==> config.mk <==
export PLATFORM = sky130hd
export DESIGN_NAME = board_generator
export DESIGN_NICKNAME = d
export VERILOG_FILES = /design/src/rtl/board_pkg.sv /design/src/rtl/lfsr_step.sv /design/src/rtl/board_generator.sv
export SDC_FILE = /design/constraint.sdc
export NUM_CORES = 1
export LEC_CHECK = 0
export ABC_AREA = 0
export CELL_PAD_IN_SITES_DETAIL_PLACEMENT = 0
export CELL_PAD_IN_SITES_GLOBAL_PLACEMENT = 1
export CORE_MARGIN = 1
export CORE_UTILIZATION = 37
export DETAILED_ROUTE_END_ITERATION = 6
export MAX_ROUTING_LAYER = met4
export PLACE_DENSITY_LB_ADDON = 0.1
export SLEW_MARGIN = 10
export SYNTH_ARGS = -nofsm -noshare
export SYNTH_HDL_FRONTEND = slang
export SYNTH_SLANG_ARGS = --single-unit
export TNS_END_PERCENT = 5
==> constraint.sdc <==
create_clock -name CLOCK -period 2.4 [get_ports CLOCK]
set_clock_uncertainty 0.1 [all_clocks]
set_input_delay 0.36 -clock CLOCK [delete_from_list [all_inputs] [get_ports CLOCK]]
set_output_delay 0.36 -clock CLOCK [all_outputs]
set_load 0.01 [all_outputs]
==> src/rtl/board_pkg.sv <==
// board_pkg: constants and types shared by the board generator and other
// random-number consumers.
//   state_e      - board generator FSM states
//   MAX_SIZE     - default maximum board edge length
//   DEFAULT_SEED - LFSR seed used when the caller supplies zero
//   lfsr_taps()  - maximal-length Fibonacci tap mask for a given width
package board_pkg;

    typedef enum logic [1:0] {
        StIdle,
        StLoad,
        StFill,
        StDone
    } state_e;

    localparam int unsigned MAX_SIZE     = 26;
    localparam logic [15:0] DEFAULT_SEED = 16'hDAD7;

    // Bit i set means R[i] feeds the XOR; the result shifts in at bit 0.
    localparam logic [15:0] LFSR_TAPS_16 = 16'hB400;  // R15^R13^R12^R10

    function automatic logic [63:0] lfsr_taps(input int unsigned width);
        logic [63:0] taps;
        case (width)
            4:       taps = 64'h0000_0000_0000_000C;
            8:       taps = 64'h0000_0000_0000_00B8;
            12:      taps = 64'h0000_0000_0000_0E08;
            16:      taps = {48'd0, LFSR_TAPS_16};
            20:      taps = 64'h0000_0000_0009_0000;
            24:      taps = 64'h0000_0000_00E1_0000;
            32:      taps = 64'h0000_0000_8020_0003;
            // Unlisted widths degenerate to a plain shifter; add an entry before using one.
            default: taps = 64'd0;
        endcase
        return taps;
    endfunction

endpackage

==> src/rtl/lfsr_step.sv <==
// lfsr_step: Fibonacci LFSR that advances one step per enabled cycle.
//   clk    - clock, rising edge
//   rst    - synchronous active-high reset to RESET_VALUE
//   load   - load seed (takes priority over enable)
//   enable - advance one step
//   seed   - value loaded by load
//   state  - current register value
module lfsr_step
    import board_pkg::*;
#(
    parameter int unsigned          WIDTH       = 16,
    parameter logic [WIDTH-1:0]     RESET_VALUE = WIDTH'(board_pkg::DEFAULT_SEED)
) (
    input  logic             clk,
    input  logic             rst,
    input  logic             load,
    input  logic             enable,
    input  logic [WIDTH-1:0] seed,
    output logic [WIDTH-1:0] state
);

    localparam logic [WIDTH-1:0] TAPS = WIDTH'(lfsr_taps(WIDTH));

    logic [WIDTH-1:0] state_q;
    logic [WIDTH-1:0] state_d;

    always_comb begin
        state_d = state_q;
        if (load) begin
            state_d = seed;
        end else if (enable) begin
            state_d = {state_q[WIDTH-2:0], ^(state_q & TAPS)};
        end
    end

    always_ff @(posedge clk) begin
        if (rst) begin
            state_q <= RESET_VALUE;
        end else begin
            state_q <= state_d;
        end
    end

    assign state = state_q;

endmodule

==> src/rtl/board_generator.sv <==
// board_generator: fills a SIZE x SIZE board with random colours, one cell
// write per accepted LFSR sample, in row-major order.
//   CLOCK, RESET        - clock and synchronous active-high reset
//   START               - level request; a new board needs START low after DONE
//   SEED                - LFSR seed (zero selects DEFAULT_SEED)
//   SIZE, COLOR_NUM     - board edge and colour count, clamped and latched in LOAD
//   WR_EN/ROW/COL/COLOR - cell write strobe and payload (payload zero when idle)
//   BUSY, DONE          - status
module board_generator
    import board_pkg::*;
#(
    parameter int unsigned              MAX_SIZE     = board_pkg::MAX_SIZE,
    parameter int unsigned              COLOR_W      = 3,
    parameter int unsigned              LFSR_W       = 16,
    parameter logic [LFSR_W-1:0]        DEFAULT_SEED = LFSR_W'(board_pkg::DEFAULT_SEED)
) (
    input  logic                          CLOCK,
    input  logic                          RESET,
    input  logic                          START,
    input  logic [LFSR_W-1:0]             SEED,
    input  logic [$clog2(MAX_SIZE+1)-1:0] SIZE,
    input  logic [COLOR_W:0]              COLOR_NUM,
    output logic                          WR_EN,
    output logic [$clog2(MAX_SIZE)-1:0]   WR_ROW,
    output logic [$clog2(MAX_SIZE)-1:0]   WR_COL,
    output logic [COLOR_W-1:0]            WR_COLOR,
    output logic                          BUSY,
    output logic                          DONE
);

    localparam int unsigned SIZE_W = $clog2(MAX_SIZE + 1);
    localparam int unsigned POS_W  = $clog2(MAX_SIZE);
    localparam int unsigned CN_W   = COLOR_W + 1;

    localparam logic [SIZE_W-1:0] SIZE_MIN   = SIZE_W'(2);
    localparam logic [SIZE_W-1:0] SIZE_MAX   = SIZE_W'(MAX_SIZE);
    localparam logic [CN_W-1:0]   COLORS_MIN = CN_W'(2);
    localparam logic [CN_W-1:0]   COLORS_MAX = {1'b1, {COLOR_W{1'b0}}};

    state_e              state_q, state_d;
    logic [SIZE_W-1:0]   size_q, size_d;
    logic [CN_W-1:0]     colors_q, colors_d;
    logic [POS_W-1:0]    row_q, row_d;
    logic [POS_W-1:0]    col_q, col_d;

    logic [LFSR_W-1:0]   lfsr_state;
    logic [LFSR_W-1:0]   seed_sel;
    logic                lfsr_load;
    logic                lfsr_enable;
    logic [COLOR_W-1:0]  sample;
    logic                accept;
    logic                col_last;
    logic                row_last;
    logic                unused_lfsr;

    assign seed_sel    = (SEED == '0) ? DEFAULT_SEED : SEED;
    assign lfsr_load   = (state_q == StLoad);
    assign lfsr_enable = (state_q == StFill);

    lfsr_step #(
        .WIDTH       (LFSR_W),
        .RESET_VALUE (DEFAULT_SEED)
    ) u_lfsr (
        .clk    (CLOCK),
        .rst    (RESET),
        .load   (lfsr_load),
        .enable (lfsr_enable),
        .seed   (seed_sel),
        .state  (lfsr_state)
    );

    // Only the low bits form a colour; the rest only feed the shift sequence.
    assign sample      = lfsr_state[COLOR_W-1:0];
    assign unused_lfsr = ^lfsr_state;

    // Out-of-range samples are dropped rather than folded, keeping colours unbiased.
    assign accept   = (state_q == StFill) && ({1'b0, sample} < colors_q);
    assign col_last = (SIZE_W'(col_q) + SIZE_W'(1)) == size_q;
    assign row_last = (SIZE_W'(row_q) + SIZE_W'(1)) == size_q;

    always_comb begin
        state_d  = state_q;
        size_d   = size_q;
        colors_d = colors_q;
        row_d    = row_q;
        col_d    = col_q;
        WR_EN    = 1'b0;
        WR_ROW   = '0;
        WR_COL   = '0;
        WR_COLOR = '0;

        unique case (state_q)
            StIdle: begin
                if (START) begin
                    state_d = StLoad;
                end
            end
            StLoad: begin
                size_d   = (SIZE < SIZE_MIN) ? SIZE_MIN :
                           (SIZE > SIZE_MAX) ? SIZE_MAX : SIZE;
                colors_d = (COLOR_NUM < COLORS_MIN) ? COLORS_MIN :
                           (COLOR_NUM > COLORS_MAX) ? COLORS_MAX : COLOR_NUM;
                row_d    = '0;
                col_d    = '0;
                state_d  = StFill;
            end
            StFill: begin
                if (accept) begin
                    WR_EN    = 1'b1;
                    WR_ROW   = row_q;
                    WR_COL   = col_q;
                    WR_COLOR = sample;
                    if (col_last) begin
                        col_d = '0;
                        row_d = row_q + POS_W'(1);
                        if (row_last) begin
                            state_d = StDone;
                        end
                    end else begin
                        col_d = col_q + POS_W'(1);
                    end
                end
            end
            StDone: begin
                if (!START) begin
                    state_d = StIdle;
                end
            end
            default: state_d = StIdle;
        endcase
    end

    assign BUSY = (state_q == StLoad) || (state_q == StFill);
    assign DONE = (state_q == StDone);

    always_ff @(posedge CLOCK) begin
        if (RESET) begin
            state_q  <= StIdle;
            size_q   <= '0;
            colors_q <= '0;
            row_q    <= '0;
            col_q    <= '0;
        end else begin
            state_q  <= state_d;
            size_q   <= size_d;
            colors_q <= colors_d;
            row_q    <= row_d;
            col_q    <= col_d;
        end
    end

endmodule
==> impl_metrics.env <==
export IMPL_post_drt_wl_per_cell_um=14.4
export IMPL_seqPwrFrac_pct=33.8
export IMPL_worstPathArrival_ps=1860
export IMPL_fin_crit_sh_pct=96.8
export IMPL_timing_final_crit_period_ps=2320
export IMPL_synth_flop_cell="dfxtp_1"
export IMPL_grt_pass1_vias=1886
export IMPL_antenna_found_initial=0
export IMPL_peakVddDrop_uv=515
export IMPL_diodes=0
export IMPL_worstSkewPairLatency_ps=280
export IMPL_grt_pass1_wl_mm=9.23
export IMPL_cpPeakStageDelay_ps=390
export IMPL_fin_tns_setup_ps=0
export IMPL_nets=339
export IMPL_ys_seq_elements=37
export IMPL_slowest_stage="o311a_4"
export IMPL_yosysSeqAreaShare_pct=35.5
export IMPL_clk_pin_slew_ps=70
export IMPL_dieWidth_um=77.1
export IMPL_dr_pass1_iters=4
export IMPL_endpoint_kind="output port"
export IMPL_vias=1984
export IMPL_dp_hpwl_mm=3.91
export IMPL_power_density_nw_per_um2=969
export IMPL_drive_above_1_share_pct=15.5
export IMPL_hold_buffers=0
export IMPL_cp_start_kind="register"
export IMPL_p_switching_w=0.00109
export IMPL_hold_viol=0
export IMPL_ys_warn_count=0
export IMPL_fmax_ghz=0.430
export IMPL_synth_edf_count=0
export IMPL_fillers=533
export IMPL_io_pins=44
export IMPL_ant_nets=0
export IMPL_grt_use_total_pct=20.2
export IMPL_die_h_um=77.1
export IMPL_worstPathMaxFanout=6
export IMPL_yosysUniqueCellTypes=38
export IMPL_drcViolationCount=0
export IMPL_rsz0062_at_grt="true"
export IMPL_synth_area_leader_cell="dfxtp_1"
export IMPL_critical_path_top_delay_family="buffers and inverters"
export IMPL_wirelength_mm=5.37
export IMPL_critPathBufInv=5
export IMPL_gp_congestion=0.776
export IMPL_netlist_area_um2=2090
export IMPL_cts_tree="done"
export IMPL_p_int_w=0.00166
export IMPL_core_um2=5270
export IMPL_yosys_top_cells_area="dfxtp_1 35%, ha_1 4.8%, o221ai_1 4.6%, xnor2_1 4.6%, nand3_1 4.1%"
export IMPL_tightest_slew_ps=524
export IMPL_p_comb_share_pct=50.2
export IMPL_critical_path_class="reg2out"
export IMPL_io_buffers=43
export IMPL_max_cap_violations=0
export IMPL_rows=26
export IMPL_async_flop_share_pct=0
export IMPL_syn_nets=286
export IMPL_cts_buffers=5
export IMPL_total_power_w=0.00275
export IMPL_synthTopCellsByCount="37 x dfxtp_1, 17 x inv_1, 17 x nand3_1"
export IMPL_viasPerCell=5.32
export IMPL_cp_required_ps=1940
export IMPL_cpMostUsedCell="inv_2"
export IMPL_path_cells="inv_2 > ha_4 > inv_2 > o311a_4 > buf_12 > buf_6 > and2_1 > buf_2"
export IMPL_clockBufferDepth=2
export IMPL_cts_sinks=37
export IMPL_initial_core_util_pct=39.6
export IMPL_p_leak_nw=1.12
export IMPL_finalMaxSlewViolations=0
export IMPL_grt_max_degree=27
export IMPL_synth_cells=250
export IMPL_syn_area_per_cell_um2=8.35
export IMPL_cts_root_buffer="clkbuf_8"
export IMPL_swShare_pct=39.6
export IMPL_finalSetupViolations=0
export IMPL_hold_class="reg2reg"
export IMPL_syn_to_final_growth_pct=35.9
export IMPL_drt_first_iter_violations=84
export IMPL_relSlewSlack_pct=64.8
export IMPL_dieArea_um2=5950
export IMPL_synth_top_area_share_pct=35.5
export IMPL_status="completed"
export IMPL_yosysMostFrequentCell="dfxtp_1"
export IMPL_pwr_share_clk_pct=16.0
export IMPL_htreeDepth=2
export IMPL_overflow=0
==> repair_timing <==
| action | 4_1_cts | 5_1_grt |
|---|---|---|
| gates resized for setup | 38 | 12 |
| pin swaps | 1 | 5 |
| cloned | 1 | 0 |
| buffers inserted | 2 | 0 |
| endpoints found under the setup margin | 14 | 19 |
==> power by group through the flow <==
stage | Sequential (W) | Clock [W] | Combinational (W)
final | 0.000930 | 0.000439 | 0.00138
after global routing | 0.000951 | 0.000468 | 0.00155
after CTS | 0.000920 | 0.000450 | 0.00134
after detailed placement | 0.000929 | 0 | 0.00130
after global placement | 0.000930 | 0 | 0.00128
after floorplan | 0.000904 | 0 | 0.000911
==> registers in the layout, summed over array words and instances, names as in the netlist <==
signal,cells
state_q,2
row_q,5
u_lfsr.state,16
colors_q,4
size_q,5
col_q,5
==> metal layers <==
metal / vias to the layer above / wire (um) / track usage [%]
met2: 45 / 2570 / 33.1
met4: 0 / 75 / 6.98
met1: 923 / 2500 / 25.0
met3: 6 / 222 / 3.33
met5: - / 0 / -
li1: 1010 / - / -
==> cell type report <==
type	instances	area, um2	share of cell area, %
multi-input cells	181	1280	45.3
inverters	17	63.8	2.25
repair buffers	61	571	20.1
clock buffers	7	86.3	3.04
flip-flops and latches	37	743	26.2
well taps	70	87.6	3.09
==> layout by cell type (no fill, tap or decap), types with 5 or more instances in the layout <==
| cell | n |
|---|---|
| a211oi_1 | 6 |
| a21oi_1 | 13 |
| and2_1 | 13 |
| buf_2 | 5 |
| buf_4 | 15 |
| clkbuf_8 | 6 |
| clkdlybuf4s50_1 | 29 |
| dfxtp_1 | 35 |
| ha_1 | 6 |
| inv_1 | 14 |
| mux2i_1 | 8 |
| nand2_1 | 16 |
| nand2b_1 | 6 |
| nand3_1 | 17 |
| nor2_1 | 15 |
| o211ai_1 | 9 |
| o21ai_0 | 10 |
| o221ai_1 | 11 |
| xnor2_1 | 11 |
| xor2_1 | 6 |
==> tightest hold or removal path, stage by stage, from the launching register on <==
cell and delay (ps):
dfxtp_1 310, nand2b_1 60, a21oi_1 50
==> cells by family after synthesis <==
logic type / share of synthesized area [%]
and+or+nand+nor: 20.9
adders and majority gates: 4.80
DFF: 35.5
buffers and inverters: 5.76
AOI/OAI and AO/OA: 22.1
muxes: 3.84
xor gates and xnor gates: 7.13
==> metrics by stage <==
| stage | cells | setup WS (ps) | hold WS [ps] | instance area (um2) | utilization (%) |
|---|---|---|---|---|---|
| final | 373 | 76.5 | 367 | 2840 | 53.8 |
| after global routing | 373 | -63.7 | 401 | 2840 | 53.8 |
| after CTS | 373 | -85.0 | 376 | 2800 | 53.2 |
| after detailed placement | 363 | 53.3 | 366 | 2670 | 50.7 |
| after global placement | 363 | 100 | 356 | 2670 | 50.7 |
| after floorplan | 250 | 245 | 345 | 2090 | - |
==> final timing paths <==
path / slack, ps / cells past startpoint / startpoint / endpoint
setup / recovery: 80 / 8 / colors_q[2]$_SDFFE_PP0P_ / WR_ROW[1]
hold / removal: 370 / 2 / colors_q[0]$_SDFFE_PP0P_ / colors_q[0]$_SDFFE_PP0P_
setup reg to reg: 150 / 7 / col_q[0]$_SDFFE_PP0P_ / row_q[4]$_SDFFE_PP0P_
hold reg to reg: 370 / 2 / colors_q[0]$_SDFFE_PP0P_ / colors_q[0]$_SDFFE_PP0P_
Power figures use the tool's default switching activity.
